**config.mk**
```make
export PLATFORM = sky130hd
export DESIGN_NAME = hd_result_collector
export DESIGN_NICKNAME = d
export VERILOG_FILES = /design/src/rtl/hd_result_collector.sv
export SDC_FILE = /design/constraint.sdc
export NUM_CORES = 1
export LEC_CHECK = 0
export ABC_AREA = 0
export BUFFER_PORTS_ARGS = -buffer_cell sky130_fd_sc_hd__buf_2
export CAP_MARGIN = 20
export CORE_MARGIN = 4
export CORE_UTILIZATION = 40
export DETAILED_ROUTE_END_ITERATION = 10
export GPL_TIMING_DRIVEN = 0
export SETUP_SLACK_MARGIN = 0.05
export SLEW_MARGIN = 20
export SYNTH_ARGS = -nofsm -noshare
export SYNTH_HDL_FRONTEND = slang
export SYNTH_SLANG_ARGS = --single-unit
export TNS_END_PERCENT = 20
```
**constraint.sdc**
```tcl
create_clock -name clk -period 7.9 [get_ports clk]
set_input_delay 0.79 -clock clk [delete_from_list [all_inputs] [get_ports clk]]
set_output_delay 0.79 -clock clk [all_outputs]
set_load 0.1 [all_outputs]
```
**src/rtl/hd_result_collector.sv**
```systemverilog
// Result collector: turns each rising edge of the classifier's done level into one
// FIFO entry tagged with a correctness bit, and keeps running accuracy counters.
module hd_result_collector #(
  parameter int DEPTH     = 8,
  parameter int CNT_WIDTH = 16
) (
  input  logic                     clk,
  input  logic                     reset,
  input  logic                     done_in,
  input  logic [15:0]              max_val_in,
  input  logic [15:0]              max_index_in,
  input  logic [15:0]              label_in,
  input  logic                     label_valid_in,
  input  logic                     out_ready,
  output logic                     out_valid,
  output logic [15:0]              out_index,
  output logic [15:0]              out_val,
  output logic                     out_correct,
  output logic [CNT_WIDTH-1:0]     sample_count,
  output logic [CNT_WIDTH-1:0]     correct_count,
  output logic [$clog2(DEPTH):0]   fifo_level,
  output logic                     overflow
);

  localparam int AW = $clog2(DEPTH);
  localparam int LW = AW + 1;
  localparam logic [LW-1:0]        FULL_LVL = LW'(DEPTH);
  localparam logic [CNT_WIDTH-1:0] CNT_MAX  = '1;

  logic [15:0]   mem_index [DEPTH];
  logic [15:0]   mem_val   [DEPTH];
  logic          mem_corr  [DEPTH];
  logic [AW-1:0] wr_ptr;
  logic [AW-1:0] rd_ptr;

  logic          done_q;
  logic [15:0]   label_q;
  logic          label_pending;

  logic          evt;
  logic          label_avail;
  logic [15:0]   label_use;
  logic          correct;
  logic          full;
  logic          pop;
  logic          push;
  logic          drop;

  // Output handshake: the head entry transfers on any cycle where out_valid and
  // out_ready are both high; out_valid never depends on out_ready, and the head
  // stays stable until it is taken.
  assign evt         = done_in & ~done_q;
  assign label_avail = label_valid_in | label_pending;
  assign label_use   = label_valid_in ? label_in : label_q;
  assign correct     = label_avail && (max_index_in == label_use);
  assign full        = (fifo_level == FULL_LVL);
  assign out_valid   = (fifo_level != '0);
  assign pop         = out_valid & out_ready;
  assign push        = evt & (~full | pop);
  assign drop        = evt & full & ~pop;

  // Head is read straight from storage (fall-through) and forced to zero when empty.
  assign out_index   = out_valid ? mem_index[rd_ptr] : 16'h0000;
  assign out_val     = out_valid ? mem_val[rd_ptr]   : 16'h0000;
  assign out_correct = out_valid ? mem_corr[rd_ptr]  : 1'b0;

  always_ff @(posedge clk) begin
    if (push) begin
      mem_index[wr_ptr] <= max_index_in;
      mem_val[wr_ptr]   <= max_val_in;
      mem_corr[wr_ptr]  <= correct;
    end
  end

  always_ff @(posedge clk) begin
    if (reset) begin
      done_q        <= 1'b1;
      label_q       <= 16'h0000;
      label_pending <= 1'b0;
      wr_ptr        <= '0;
      rd_ptr        <= '0;
      fifo_level    <= '0;
      sample_count  <= '0;
      correct_count <= '0;
      overflow      <= 1'b0;
    end else begin
      done_q <= done_in;
      if (label_valid_in) label_q <= label_in;
      // An event consumes whatever label it used, including a same-cycle bypass.
      if (evt)                 label_pending <= 1'b0;
      else if (label_valid_in) label_pending <= 1'b1;

      if (push) wr_ptr <= wr_ptr + AW'(1);
      if (pop)  rd_ptr <= rd_ptr + AW'(1);
      case ({push, pop})
        2'b10:   fifo_level <= fifo_level + LW'(1);
        2'b01:   fifo_level <= fifo_level - LW'(1);
        default: fifo_level <= fifo_level;
      endcase

      if (push && sample_count != CNT_MAX)
        sample_count <= sample_count + CNT_WIDTH'(1);
      if (push && correct && correct_count != CNT_MAX)
        correct_count <= correct_count + CNT_WIDTH'(1);
      if (drop) overflow <= 1'b1;
    end
  end

endmodule

```
Word level (Yosys, flattened, before mapping)

Memories as Yosys holds them, arrays and structs flattened. A register that Yosys moved wholly into a read port is not among the register bits.
Index checks and enable logic that the tools add are counted.

$add $sub $neg: 6
Equality and inequality tests: 6
Multiplexer cells: 13
Bitwise operators: 10
Reductions and logical operators: 7

Operator list:

| kind                                                 | count |
|---|---|
| 2-to-1 mux 16 bit                                    | 3 |
| adder 16 x 1 -> 16 bit (second input constant)       | 2 |
| != test 16 bit (second input constant)               | 2 |
| 2-to-1 mux 3 bit                                     | 6 |
| equality test 16 bit                                 | 1 |
| case mux 4 bit (2 select lines)                      | 1 |
| adder 3 x 1 -> 3 bit (second input constant)         | 2 |
| AND 1 bit                                            | 5 |
| adder 4 x 1 -> 4 bit (second input constant)         | 1 |
| equality test 4 bit (second input constant)          | 1 |
| logical AND 1 bit                                    | 4 |
| nonzero test 4 bit                                   | 1 |
| subtractor 4 x 1 -> 4 bit (second input constant)    | 1 |
| 2-to-1 mux 1 bit                                     | 3 |
| NOT 1 bit                                            | 3 |
| equality test 2 x 1 -> 1 bit (second input constant) | 1 |
| equality test 2 bit (second input constant)          | 1 |
| OR 1 bit                                             | 2 |
| nonzero test 2 bit                                   | 1 |
| OR reduction 2 bit                                   | 1 |

Flip-flop bits (word level): 61
Memory bits (writable): 264
Input bits: 53
Output and inout port bits: 71
Memories kept: 3

Memory list:

| memory    | words | width | read ports | clocked after memory_dff | wr ports | RTL line | RTL |
|---|---|---|---|---|---|---|---|
| mem_index | 8     | 16    | 1          | 1                        | 1        | 30       | `logic [15:0] mem_index [DEPTH];` |
| mem_val   | 8     | 16    | 1          | 1                        | 1        | 31       | `logic [15:0] mem_val [DEPTH];` |
| mem_corr  | 8     | 1     | 1          | 1                        | 1        | 32       | `logic mem_corr [DEPTH];` |

Depth between registers and ports, before layout

Depth in word-level cells: 6
Mapped depth: 11
Depth with buffers taken out: 11

Worst setup path after synthesis

Ideal clock, no wire load.

Path kind: reg-to-reg
From: register fifo_level[1]
To: memory mem_corr[2], enable pin
Library setup time: 0.518 ns
Data arrival time: 4.972 ns
Required time: 7.382 ns
Slack: 2.410 ns
Stages on the path, launching flop included: 4
Path buffers: 0
Clock period less this slack: 5.490 ns
Path through: dfxtp_1 or3_1 o21ai_2 nor4b_1

Cells in the longest elaborated chain, start to end: 6
Elaborated cells between the ends (all ways): 8
Those cells by class: eq/ne (1); mux (2); bitwise (4); reduce/logical (1)

Ends and longest elaborated chain:

| item                                                             | RTL line | RTL |
|---|---|---|
| start: declaration                                               | 21       | `output logic [$clog2(DEPTH):0] fifo_level,` |
| start signal: assignment                                         | 96       | `2'b10: fifo_level <= fifo_level + LW'(1);` |
| start signal: assignment                                         | 97       | `2'b01: fifo_level <= fifo_level - LW'(1);` |
| start signal: assignment                                         | 98       | `default: fifo_level <= fifo_level;` |
| nonzero test 4 bit / equality test 4 bit (equally long branches) | 57, 56   |  |
| AND 1 bit / NOT 1 bit (equally long branches)                    | 58, 59   |  |
| OR 1 bit (*)                                                     | 59       | `assign push = evt & (~full \| pop);` |
| AND 1 bit (*)                                                    | 59       |  |
| 2-to-1 mux 1 bit (*)                                             | 68       | `if (push) begin` |
| 2-to-1 mux 1 bit (not written as such) (*)                       | 71       | `mem_corr[wr_ptr] <= correct;` |
| end: declaration                                                 | 32       |  |

Every way passes the cells marked *; elsewhere a longest branch is shown, timed or not.

==> reports/results.tsv <==
metric	value	unit
PD cells	310	nW/um2
clock skew	21.9	ps
Adder-Cell Fraction of Synth Area	0.00476	
R2R Path Start	fifo_level[1]	
area share of the leading cell type in the synthesized netlist	0.604	
Routed WL per cell	20.3	um
GR Util All Layers	0.164	
maximum clock rate	252	MHz
fill count	2807	
crit start category	flop	
overall die width	189	um
critical path cell sequence	buf_1 > buf_2 > mux4_2 > mux2i_1 > nor2_1 > buf_2	
Mapped Area	13100	um2
Avg Cell Area, Syn	16.9	um2
VDD IR max	0.000197	V
number of synthesized flops with an enable pin	264	
GRT overflow	0	
WP data arrival	3180	ps
Tmin final	3970	ps
Yosys top cell by area	edfxtp_1	
final net count	1033	
worst skew pair latency	520	ps
antenna violations before repair	13	
Crit path max-delay family	buffers and inverters	
actual slew at the worst max-slew pin	1020	ps
LEAKAGE	5.39	nW
most common cell type on the critical path	buf_2	
Pint	3.09	mW
part of the Yosys area used for sequential elements	0.701	
combinational share of power	0.297	
CTS H-Tree Depth	2	
critical path type	flop to output port	
Design Power	4.87	mW
gpl congestion	0.813	
WP buf/inv	3	
Sw Pwr	1.78	mW
max_cap viols	0	
vias in the first global route	7638	
post-CTS resize count	0	
CTS Hold Bufs	0	
Ports	124	
largest family of logic cells by synthesized area	multiplexers	
clock network power share	0.311	
Cells after DPL	1380	
Clock Pin Slew Worst Setup and Hold Paths	60	ps
Syn Nets	834	
register bit total from synthesis	328	
status	finished, final reports clean	
post-layout util	0.485	
cts bufs inserted	35	
CP endpoint kind	output port	
largest cells by area after synthesis	edfxtp_1, mux4_2, dfxtp_1	
required time of the worst setup path	7110	ps
Layout area overhead	19.8	%
Slew Limit Fails	0	
part of the cycle the worst path needs	0.503	
CP max stage delay	580	ps
Starting Density	0.405	
pin count of the biggest net entering global routing	14	
DR iter-0 viols	503	
Longest Clk Path Bufs	3	
TNS Setup	0	ps
Simple-Gate Fraction of Synth Area	0.0790	
final setup vio count	0	
synth warn	0	
Die Height	189	um
num rows	66	
DRC violation count after routing	0	
Post-Layout Cell Count	1446	
HP Start	label_pending	
First-pass DRT Iterations	5	
worst-path fanout max	10	
post-synthesis xor/xnor area fraction	0.0233	
Flop pwr share	0.392	
FFs w/ async S/R, synth	0	
unrepaired setup endpoints after global routing	false	
Vias/cell	5.17	
Post-Syn Instances	776	
fraction of synthesized area in multiplexers	0.162	
first-pass GRT wire length	45200	um
total wire length	29400	um
HP Class	flop to flop	
sw frac	0.366	
Die ar.	35800	um2
Post-DRT Antenna Nets	0	
Synth Area in Compound Gates	0.0140	
Max-slew headroom	0.323	
Clock Sinks	328	
slowest stage cell, crit path	buf_1	
port buffer count	121	
Post-CTS Setup Bufs	0	
final hold violation count	0	
HPWL after DPL	20500	um
vias	7474	
share of cells above drive strength 1	0.303	
top_reg_cell synth	edfxtp_1	
Root Driver	clkbuf_16	
Netlist cell types	48	
CTS tree	yes	
core area	32500	um2
[registers in the layout (all words and copies together), names as in the netlist, named ones only]
signal	flops
mem_index	128
rd_ptr	3
label_q	16
label_pending	1
fifo_level	4
wr_ptr	3
correct_count	16
overflow	1
done_q	1
mem_val	128
sample_count	16
mem_corr	8
[power by group through the flow]
stage | registers [mW] | logic [mW] | clock network (mW)
3_5_place_dp | 1.94 | 1.47 | 0
4_1_cts | 1.91 | 1.47 | 1.55
5_1_grt | 1.91 | 1.53 | 1.63
2_1_floorplan | 1.98 | 1.14 | 0
3_3_place_gp | 1.95 | 1.46 | 0
6_report | 1.91 | 1.45 | 1.52
[worst reg2reg max path, stage by stage (launching register included)]
cell     delay (ps)
dfxtp_1         380
or3_1           450
nor2_1          650
inv_2           120
nand2_1         210
nor2_1          100
xor2_1          160
ha_1            210
a32oi_1         230
xor2_1          170
nor2_1           50
[per-stage QoR]
step                      setup WS (ps)  instance area, um2  hold slack [ps]
after floorplan                    2410               13100              453
after global placement            -1420               14300              481
after detailed placement           4390               14700              493
after CTS                          3850               15700              494
after global routing               3710               15700              516
final                              3930               15700              509
[synth_stat cells (13+ instances only)]
cell type and n:
mux4_2 66, xnor2_1 16, edfxtp_1 264, nand4_1 13, nand3_1 16, nand2_1 18
dfxtp_1 64, nor3_1 15, mux2i_1 50, nor2_1 95, xor2_1 19, clkbuf_1 18
[kinds of logic after synthesis]
kind of cell | count (synthesis)
AOI/OAI and AO/OA | 27
xor gates and xnor gates | 35
adders and majority gates | 5
buffers and inverters | 47
DFF | 328
muxes | 128
and+or+nand+nor | 206
[final timing paths]
check	end	slack [ps]	cells past startpoint
setup / recovery	out_index[5]	3930	6
hold / removal	label_pending	510	2
setup reg to reg	fifo_level[2]	5050	10
hold reg to reg	label_pending	510	2
[final cells by class]
| class | instances | area (um2) | area share |
|---|---|---|---|
| antenna | 4 | 10.0 | 0.000636 |
| buffer | 38 | 170 | 0.0108 |
| clock buffer | 47 | 941 | 0.0598 |
| clock inverter | 15 | 114 | 0.00724 |
| inverter | 9 | 33.8 | 0.00215 |
| multi-input combinational | 401 | 3770 | 0.239 |
| sequential | 328 | 9210 | 0.586 |
| tap | 442 | 553 | 0.0352 |
| timing repair buffer | 162 | 930 | 0.0591 |
[cells in the final DEF (no fill, tap or decap), types with 10 or more instances in the layout]
cell	count
a21oi_1	11
buf_1	10
buf_2	141
buf_4	23
clkbuf_1	28
clkbuf_16	35
dfxtp_1	64
edfxtp_1	264
mux2i_1	50
mux4_2	66
nand2_1	18
nand3_1	16
nand4_1	13
nor2_1	94
nor2b_1	11
nor3_1	13
xnor2_1	16
xor2_1	19
[routing by layer]
metal / vias up / part of all wire / track usage
li1: 3424 / - / -
met1: 3767 / 0.45 / 0.236
met2: 204 / 0.46 / 0.254
met3: 61 / 0.068 / 0.0446
met4: 18 / 0.018 / 0.0345
met5: - / 0.0033 / 0
Power figures use the tool's default switching activity.
